--- src/rtl/seg_count_ctrl_pkg.sv ---
// Shared types and constants for the seven-segment count controller.
package seg_count_pkg;

  typedef enum logic [0:0] {
    RUN   = 1'b0,
    PAUSE = 1'b1
  } ctrl_state_t;

  localparam logic [3:0] DIGIT_MAX = 4'd9;
  localparam logic [3:0] DIGIT_MIN = 4'd0;

endpackage

--- src/rtl/seg_count_ctrl_if.sv ---
// Button inputs and decoder-facing outputs of the count controller.
interface seg_count_ctrl_if;
  logic       btn_run;
  logic       btn_step;
  logic       btn_dir;
  logic [3:0] digit;
  logic       tick;
  logic       running;
  logic       dir_down;

  modport master (
    output btn_run, btn_step, btn_dir,
    input  digit, tick, running, dir_down
  );

  modport slave (
    input  btn_run, btn_step, btn_dir,
    output digit, tick, running, dir_down
  );
endinterface

--- src/rtl/seg_count_ctrl_btn_debounce.sv ---
// Two-flop synchroniser, counting debouncer and rising-edge press pulse for one button.
module btn_debounce #(
  parameter int DEB_CYCLES = 16
) (
  input  logic clk,
  input  logic rst,
  input  logic btn,
  output logic press
);
  localparam int CW = (DEB_CYCLES > 2) ? $clog2(DEB_CYCLES) : 1;

  logic          sync_p0;
  logic          sync_p1;
  logic          level;
  logic          level_q;
  logic [CW-1:0] cnt;

  always_ff @(posedge clk or posedge rst) begin
    if (rst) begin
      sync_p0 <= 1'b0;
      sync_p1 <= 1'b0;
      level   <= 1'b0;
      level_q <= 1'b0;
      cnt     <= '0;
      press   <= 1'b0;
    end else begin
      // synchroniser stage boundary
      sync_p0 <= btn;
      sync_p1 <= sync_p0;
      // debounce: a level is accepted only after DEB_CYCLES consecutive differing samples
      if (sync_p1 == level) begin
        cnt <= '0;
      end else if (cnt == CW'(DEB_CYCLES - 1)) begin
        level <= sync_p1;
        cnt   <= '0;
      end else begin
        cnt <= cnt + CW'(1);
      end
      level_q <= level;
      press   <= level & ~level_q;
    end
  end
endmodule

--- src/rtl/seg_count_ctrl.sv ---
// Run/pause FSM, prescaler, direction flag and BCD digit register feeding the segment decoder.
module seg_count_ctrl
  import seg_count_pkg::*;
#(
  parameter int MAX_COUNT  = 10_000_000,
  parameter int DEB_CYCLES = 16
) (
  input logic              clk,
  input logic              rst,
  seg_count_ctrl_if.slave  bus
);
  localparam int PW = $clog2(MAX_COUNT);

  ctrl_state_t   state;
  ctrl_state_t   state_nx;
  logic          run_press;
  logic          step_press;
  logic          dir_press;
  logic          wrap;
  logic          step_tick;
  logic [PW-1:0] presc;
  logic [3:0]    digit_r;
  logic          tick_r;
  logic          dir_r;

  function automatic logic [3:0] next_digit(input logic [3:0] cur, input logic down);
    if (down) return (cur == DIGIT_MIN) ? DIGIT_MAX : cur - 4'd1;
    else      return (cur == DIGIT_MAX) ? DIGIT_MIN : cur + 4'd1;
  endfunction

  btn_debounce #(.DEB_CYCLES(DEB_CYCLES)) u_run  (.clk(clk), .rst(rst), .btn(bus.btn_run),  .press(run_press));
  btn_debounce #(.DEB_CYCLES(DEB_CYCLES)) u_step (.clk(clk), .rst(rst), .btn(bus.btn_step), .press(step_press));
  btn_debounce #(.DEB_CYCLES(DEB_CYCLES)) u_dir  (.clk(clk), .rst(rst), .btn(bus.btn_dir),  .press(dir_press));

  always_ff @(posedge clk or posedge rst) begin
    if (rst) state <= RUN;
    else     state <= state_nx;
  end

  // a run press outranks a step press arriving in the same cycle
  always_comb begin
    state_nx  = state;
    wrap      = 1'b0;
    step_tick = 1'b0;
    case (state)
      RUN: begin
        wrap = (presc == PW'(MAX_COUNT - 1));
        if (run_press) state_nx = PAUSE;
      end
      PAUSE: begin
        if (run_press)       state_nx  = RUN;
        else if (step_press) step_tick = 1'b1;
      end
      default: state_nx = RUN;
    endcase
  end

  always_ff @(posedge clk or posedge rst) begin
    if (rst) begin
      presc   <= '0;
      digit_r <= DIGIT_MIN;
      tick_r  <= 1'b0;
      dir_r   <= 1'b0;
    end else begin
      if (state == RUN) presc <= wrap ? '0 : presc + PW'(1);
      tick_r <= wrap | step_tick;
      // digit update uses the direction held before any same-cycle dir press
      if (wrap | step_tick) digit_r <= next_digit(digit_r, dir_r);
      if (dir_press) dir_r <= ~dir_r;
    end
  end

  assign bus.digit    = digit_r;
  assign bus.tick     = tick_r;
  assign bus.running  = (state == RUN);
  assign bus.dir_down = dir_r;
endmodule

--- src/flat_wrapper.sv ---
// flat-port wrapper written by rule: the top's interface ports become plain ports
module seg_count_ctrl_flat import seg_count_pkg::*;
#(
  parameter int MAX_COUNT  = 10_000_000,
  parameter int DEB_CYCLES = 16
)
  (clk, rst, bus_btn_run, bus_btn_step, bus_btn_dir, bus_digit, bus_tick, bus_running, bus_dir_down);
  seg_count_ctrl_if bus_i ();
  input logic clk;
  input logic rst;
  input wire logic [$bits(bus_i.btn_run)-1:0] bus_btn_run;
  input wire logic [$bits(bus_i.btn_step)-1:0] bus_btn_step;
  input wire logic [$bits(bus_i.btn_dir)-1:0] bus_btn_dir;
  output wire logic [$bits(bus_i.digit)-1:0] bus_digit;
  output wire logic [$bits(bus_i.tick)-1:0] bus_tick;
  output wire logic [$bits(bus_i.running)-1:0] bus_running;
  output wire logic [$bits(bus_i.dir_down)-1:0] bus_dir_down;
  assign bus_i.btn_run = bus_btn_run;
  assign bus_i.btn_step = bus_btn_step;
  assign bus_i.btn_dir = bus_btn_dir;
  assign bus_digit = bus_i.digit;
  assign bus_tick = bus_i.tick;
  assign bus_running = bus_i.running;
  assign bus_dir_down = bus_i.dir_down;
  seg_count_ctrl #(.MAX_COUNT(MAX_COUNT), .DEB_CYCLES(DEB_CYCLES)) u_core (.clk(clk), .rst(rst), .bus(bus_i));
endmodule
--- config.mk ---
export PLATFORM = sky130hd
export DESIGN_NAME = seg_count_ctrl_flat
export DESIGN_NICKNAME = d
export VERILOG_FILES = /design/src/rtl/seg_count_ctrl_pkg.sv /design/src/rtl/seg_count_ctrl_if.sv /design/src/rtl/seg_count_ctrl_btn_debounce.sv /design/src/rtl/seg_count_ctrl.sv /design/src/flat_wrapper.sv
export SDC_FILE = /design/constraint.sdc
export NUM_CORES = 1
export LEC_CHECK = 0
export ABC_CLOCK_PERIOD_IN_PS = 2600
export BUFFER_PORTS_ARGS = -buffer_cell sky130_fd_sc_hd__buf_2
export CORE_UTILIZATION = 60
export DETAILED_ROUTE_END_ITERATION = 6
export PLACE_DENSITY = 0.78
export RECOVER_POWER = 25
export SYNTH_ARGS = -nofsm -noshare
export SYNTH_HDL_FRONTEND = slang
export SYNTH_SLANG_ARGS = --single-unit
--- constraint.sdc ---
create_clock -name clk -period 2.6 [get_ports clk]
set_input_delay 0.13 -clock clk [delete_from_list [all_inputs] [get_ports clk]]
set_output_delay 0.13 -clock clk [all_outputs]
set_load 0.01 [all_outputs]
==> reports/qor.csv, run 1 <==
metric,value,unit
First-pass DRT Iterations,4,
number of port buffers,11,
GR Util All Layers,20.0,%
max_cap viols,0,
core footprint,4090,sq um
synthesized area,2620,sq um
most frequent cells in the layout,"58 x dfrtp_1, 22 x xnor2_1, 16 x nor2_1",
setup bufs post-CTS,0,
top layer in use,met4,
initial antenna violation count,0,
TritonCTS clock tree,yes,
register area share after synthesis,55.5,%
yosys warns,0,
relative slew slack,10.1,%
Synth Register Bits,58,
via count,1700,
H-tree level count,3,
gr ovfl total,0,
top cell type's share of synthesized area,55.5,%
crit path cell chain,ha_1 -> nand2b_4 -> or4_4 -> o22ai_4 -> mux2_4,
NumNets Final,262,
row count,23,
total CTS buffers,9,
die footprint,4630,sq um
final setup fails,0,
Synth area leaders,"dfrtp_1 56%, xnor2_1 7.4%, a21oi_1 2.3%",
DRT iter0 DRCs,115,
Final GP Congestion,0.826,
clk_lat worst skew,0.32,ns
clk slew on worst S/H paths,0.06,ns
layout cell share with drive strength beyond 1,14.0,%
initial cell density of the core,64.0,%
dpl hpwl,2760,um
LEAKAGE,1.27,nW
final design utilization,71.4,%
CP Capture Type,flop,
RSZ-0062 raised after global routing,false,
CTS Sinks,58,
Max IR drop VDD,0.508,mV
Syn Inst Count,231,
"reg-to-reg slack, setup",0.61,ns
f_max,503,MHz
synthesized net count,240,
Yosys top cell by area,dfrtp_1,
area delta synth->final,11.5,%
Final min period,1.99,ns
met2 WL,1780,um
number of remaining DRC errors,0,
period utilization,76.5,%
syn_area_per_cell,11.3,sq um
Post-synth EDFFs,0,
max-slew violations,0,
final WL,4030,um
peak per-stage delay on the critical path,0.59,ns
Yosys cell types,40,
boundary pin count,12,
CP Max Fanout,8,
CP startpoint kind,flop,
Synth Flop Type,dfrtp_1,
vias in the first global route,1520,
Via-to-Cell Ratio,5.52,
setup TNS,0,ns
die width,68.0,um
n_diodes,0,
first-pass GRT wire length,6600,um
Slew @ Worst Pin,1.35,ns
"Arr. time, crit path",2.19,ns
Setup CP Type,flop to flop,
root buffer cell,clkbuf_8,
total chip power,2.05,mW
Metal-1 WL,2060,um
Worst Clk Skew,0.00637,ns
Crit path required time,2.80,ns
DR WL/cell,13.1,um
number of gates resized after CTS,0,
DRT antenna net count,0,
"most common cell after layout, fill and taps aside",dfrtp_1,
asr flop ratio synth,100,%
Power Density,702,nW/um^2
Final Hold Fails,0,
Die Span Y,68.0,um
status,"finished, final reports clean",
CP max-delay cell,or4_4,
WL met3,124,um
Min-Delay Path Class,input pin to async pin,
pin count of the biggest net entering global routing,59,
Max Buffers Root-to-Sink,2,
per-layer routing:
layer / up-vias / track usage [%]
met1: 815 / 26.9
li1: 851 / -
met2: 25 / 27.7
met4: 0 / 9.90
met5: - / 0
met3: 9 / 8.17
stage by stage:
| step | hold slack (ns) | instances | cell area [sq um] | worst slack (ns) |
|---|---|---|---|---|
| floorplan | 0.161 | 231 | 2620 | 0.656 |
| global placement | 0.237 | 289 | 2710 | 0.671 |
| detailed placement | 0.240 | 289 | 2710 | 0.621 |
| CTS | 0.0107 | 308 | 2920 | 0.610 |
| global route | 0.357 | 308 | 2920 | 0.492 |
| finish | 0.240 | 308 | 2920 | 0.611 |
repair_timing:
item	CTS	global route
endpoints found under the setup margin	0	0
hold buffers	3	0
endpoints found under the hold margin	3	0
critical path, delay by kind of cell, from the launching register on:
family | cells | cell delay, ns
muxes | 1 | 0.33
DFF | 1 | 0.38
AOI/OAI and AO/OA | 1 | 0.26
and+or+nand+nor | 2 | 0.67
adders and majority gates | 1 | 0.23
path summary, 6_finish.rpt:
path                                 startpoint                    to  cells after the start
setup / recovery                u_core.presc[0]   u_core.bus.digit[2]                      5
max in group asynchronous                   rst      u_core.presc[10]                      3
min in group clk           u_core.u_run.sync_p0  u_core.u_run.sync_p1                      0
setup reg to reg                u_core.presc[0]   u_core.bus.digit[2]                      5
hold / removal                              rst    u_core.u_dir.level                      3
hold reg to reg            u_core.u_run.sync_p0  u_core.u_run.sync_p1                      0
cell usage after synthesis (all sizes together) (5+ instances only):
library cell and instances:
dfrtp 58, xnor2 22, nor2 16, a21oi 12, inv 12, nand2 12
o21ai 12, nand3 11, nand4 8, nor2b 7, nor3b 6, mux2 5
power by group:
group | leakage (nW) | internal, mW | switching, mW
clock network | 0.0914 | 0.441 | 0.313
logic | 0.410 | 0.114 | 0.133
registers | 0.772 | 0.977 | 0.0716
total | 1.27 | 1.53 | 0.517
flip-flops by register name, indices dropped and copies added, names as in the netlist, 4 cells and up:
signal,count
u_core.u_run.cnt,4
u_core.u_dir.cnt,4
u_core.u_step.cnt,4
u_core.bus.digit,4
u_core.presc,24
kinds of logic (layout without fill, tap and decap cells):
kind of cell	Yosys count	count (layout)	synth area share, %
and+or+nand+nor	89	89	20.4
muxes	9	9	3.97
xor gates and xnor gates	26	26	8.71
adders and majority gates	4	4	1.91
AOI/OAI and AO/OA	29	29	6.65
DFF	58	58	55.5
buffers and inverters	16	43	2.87
layout make-up:
cell class,count,area (sq um)
flip-flops and latches,58,1450
fillers,298,1170
multi-input cells,157,1090
clock buffers,13,139
repair buffers,15,90.1
well taps,50,62.6
inverters,12,45.0
clock inverters,3,40.0
(Power assumes the default switching activity.)
==> run 2, diff against run 1 <==
ABC_AREA = 1   (was unset)
ABC_CLOCK_PERIOD_IN_PS = 1900   (was 2600)
CORE_UTILIZATION = 61   (was 60)
PLACE_DENSITY = 0.79   (was 0.78)
clock period = 1.9 ns   (was 2.6 ns; I/O delays follow)
==> reports/qor.csv, run 2 <==
metric,value,unit,change
final design utilization,73.7,%,was 71.4%
die footprint,5020,sq um,was 4630 sq um
total CTS buffers,9,,unchanged
Post-synth top cells,"80 x nand2_1, 61 x nor2_1, 58 x dfrtp_1, 53 x inv_1, 29 x nand3_1",,"was 58 x dfrtp_1, 22 x xnor2_1, 16 x nor2_1"
Max Buffers Root-to-Sink,2,,unchanged
number of port buffers,11,,unchanged
yosys warns,0,,unchanged
clk slew on worst S/H paths,0.07,ns,was 0.06 ns
via count,2316,,was 1700
Critical Path Start,u_core.presc[0],,unchanged
Yosys cell types,26,,was 40
Syn Inst Count,358,,was 231
period utilization,84.5,%,was 76.5%
Slew @ Worst Pin,0.977,ns,was 1.35 ns
max_cap viols,0,,unchanged
area delta synth->final,13.4,%,was 11.5%
setup bufs post-CTS,0,,unchanged
Synth area leaders,"dfrtp_1 50%, nand2_1 10%, nor2_1 7.9%",,"was dfrtp_1 56%, xnor2_1 7.4%, a21oi_1 2.3%"
top-count cell post-synth,nand2_1,,was dfrtp_1
Max IR drop VDD,0.658,mV,was 0.508 mV
TritonCTS clock tree,yes,,unchanged
final setup fails,0,,unchanged
die width,70.8,um,was 68.0 um
layout cell share with drive strength beyond 1,12.1,%,was 14.0%
CP max-delay cell,dfrtp_1,,was or4_4
CP Capture Type,flop,,unchanged
n_diodes,0,,unchanged
CTS Sinks,58,,unchanged
Power Density,975,nW/um^2,was 702 nW/um^2
NumNets Final,391,,was 262
RSZ-0062 raised after global routing,false,,unchanged
peak per-stage delay on the critical path,0.41,ns,was 0.59 ns
Crit path required time,2.13,ns,was 2.80 ns
pin count of the biggest net entering global routing,34,,was 59
first-pass GRT wire length,10100,um,was 6600 um
number of remaining DRC errors,0,,unchanged
hold path startpoint,u_core.u_run.sync_p0,,
Die Span Y,70.8,um,was 68.0 um
Post-synth EDFFs,0,,unchanged
clk_lat worst skew,0.34,ns,was 0.32 ns
First-pass DRT Iterations,6,,was 4
Biggest register,u_core.presc,,unchanged
Min-Delay Path Class,flop to flop,,was input pin to async pin
number of gates resized after CTS,0,,unchanged
Final GP Congestion,0.945,,was 0.826
final WL,5740,um,was 4030 um
Yosys top cell by area,dfrtp_1,,unchanged
setup TNS,0,ns,unchanged
CP Max Fanout,12,,was 8
Synth Register Bits,58,,unchanged
syn_area_per_cell,8.07,sq um,was 11.3 sq um
most frequent cells in the layout,"80 x nand2_1, 61 x nor2_1, 58 x dfrtp_1",,"was 58 x dfrtp_1, 22 x xnor2_1, 16 x nor2_1"
register area share after synthesis,50.2,%,was 55.5%
boundary pin count,12,,unchanged
GR Util All Layers,26.7,%,was 20.0%
Reg2Reg Launch Point,u_core.presc[0],,unchanged
Synth Flop Type,dfrtp_1,,unchanged
Worst Clk Skew,0.00906,ns,was 0.00637 ns
initial cell density of the core,65.0,%,was 64.0%
status,"finished, final reports clean",,unchanged
"CP delay by family, top",simple AND/OR/NAND/NOR gates,,unchanged
root buffer cell,clkbuf_8,,unchanged
"most common cell after layout, fill and taps aside",nand2_1,,was dfrtp_1
f_max,623,MHz,was 503 MHz
vias in the first global route,2334,,was 1520
total chip power,3.19,mW,was 2.05 mW
max-slew violations,0,,unchanged
DRT iter0 DRCs,193,,was 115
crit path cell chain,ha_1 -> nand3_1 -> inv_1 -> nand2_1 -> nor2_4 -> nand2_2 -> nand2_2 -> nand2_1 -> nand2_1,,was ha_1 -> nand2b_4 -> or4_4 -> o22ai_4 -> mux2_4
core footprint,4440,sq um,was 4090 sq um
max reg flops,24,,unchanged
Bufs and invs on worst path,1,,was 0
relative slew slack,34.8,%,was 10.1%
top cell type's share of synthesized area,50.2,%,was 55.5%
CP most frequent cell,nand2_1,,
dpl cell area,3010,sq um,was 2710 sq um
CP startpoint kind,flop,,unchanged
DRT antenna net count,0,,unchanged
Final min period,1.61,ns,was 1.99 ns
synthesized net count,367,,was 240
synthesized area,2890,sq um,was 2620 sq um
gr ovfl total,0,,unchanged
dpl hpwl,3990,um,was 2760 um
DR WL/cell,13.1,um,about the same
initial antenna violation count,0,,unchanged
Setup CP Type,flop to flop,,unchanged
H-tree level count,3,,unchanged
row count,24,,was 23
"Arr. time, crit path",1.84,ns,was 2.19 ns
Via-to-Cell Ratio,5.28,,was 5.52
asr flop ratio synth,100,%,unchanged
LEAKAGE,1.73,nW,was 1.27 nW
Final Hold Fails,0,,unchanged
final instance area,3280,sq um,was 2920 sq um
==> run 2: layout make-up <==
type / count / area [sq um]
Fill cell: 334 / 1170
Clock inverter: 7 / 101
Multi-Input combinational cell: 241 / 1200
Inverter: 55 / 206
Tap cell: 52 / 65.1
Clock buffer: 9 / 124
Sequential cell: 58 / 1450
Timing Repair Buffer: 17 / 123
==> run 2: metrics by stage <==
stage | setup slack [ns] | std cells | hold slack (ns)
floorplan | 0.377 | 358 | 0.126
global placement | 0.380 | 419 | 0.170
detailed placement | 0.316 | 419 | 0.176
CTS | 0.297 | 439 | 0.343
global route | 0.153 | 439 | 0.368
finish | 0.294 | 439 | 0.353
==> run 2: cells by family after synthesis <==
group,synth area share (%)
XOR/XNOR,5.76
AO/OA/AOI/OAI,3.77
adder cells (fa/ha/maj),1.73
flip-flops,50.2
AND/OR/NAND/NOR,30.4
buffers and inverters,8.06
==> run 2: power breakdown <==
part | internal, mW | switching [mW] | total, mW
Combinational | 0.184 | 0.278 | 0.462
Clock | 0.746 | 0.527 | 1.27
Sequential | 1.35 | 0.113 | 1.46
Total | 2.28 | 0.918 | 3.19
==> run 2: worst paths after layout <==
| kind | to | slack, ns | depth (start not counted) |
|---|---|---|---|
| setup / recovery | u_core.bus.digit[1] | 0.29 | 9 |
| hold / removal | u_core.u_run.sync_p1 | 0.35 | 0 |
| setup reg to reg | u_core.bus.digit[1] | 0.29 | 9 |
| hold reg to reg | u_core.u_run.sync_p1 | 0.35 | 0 |
| max in group asynchronous | u_core.u_run.cnt[1] | 0.67 | 4 |
| min in group asynchronous | u_core.u_dir.sync_p1 | 0.53 | 3 |
==> run 2: what timing repair did <==
item	in CTS	in global routing
hold endpoints to repair	28	0
hold buffers	4	0
endpoints found under the setup margin	0	0
==> run 2: layer usage <==
metal | up-vias | GRT usage (%) | share of wire (%)
met1 | 1071 | 33.4 | 44
met5 | - | 0 | 0
met4 | 0 | 13.1 | 2.5
met2 | 66 | 42.7 | 47
li1 | 1162 | - | -
met3 | 17 | 7.98 | 5.6
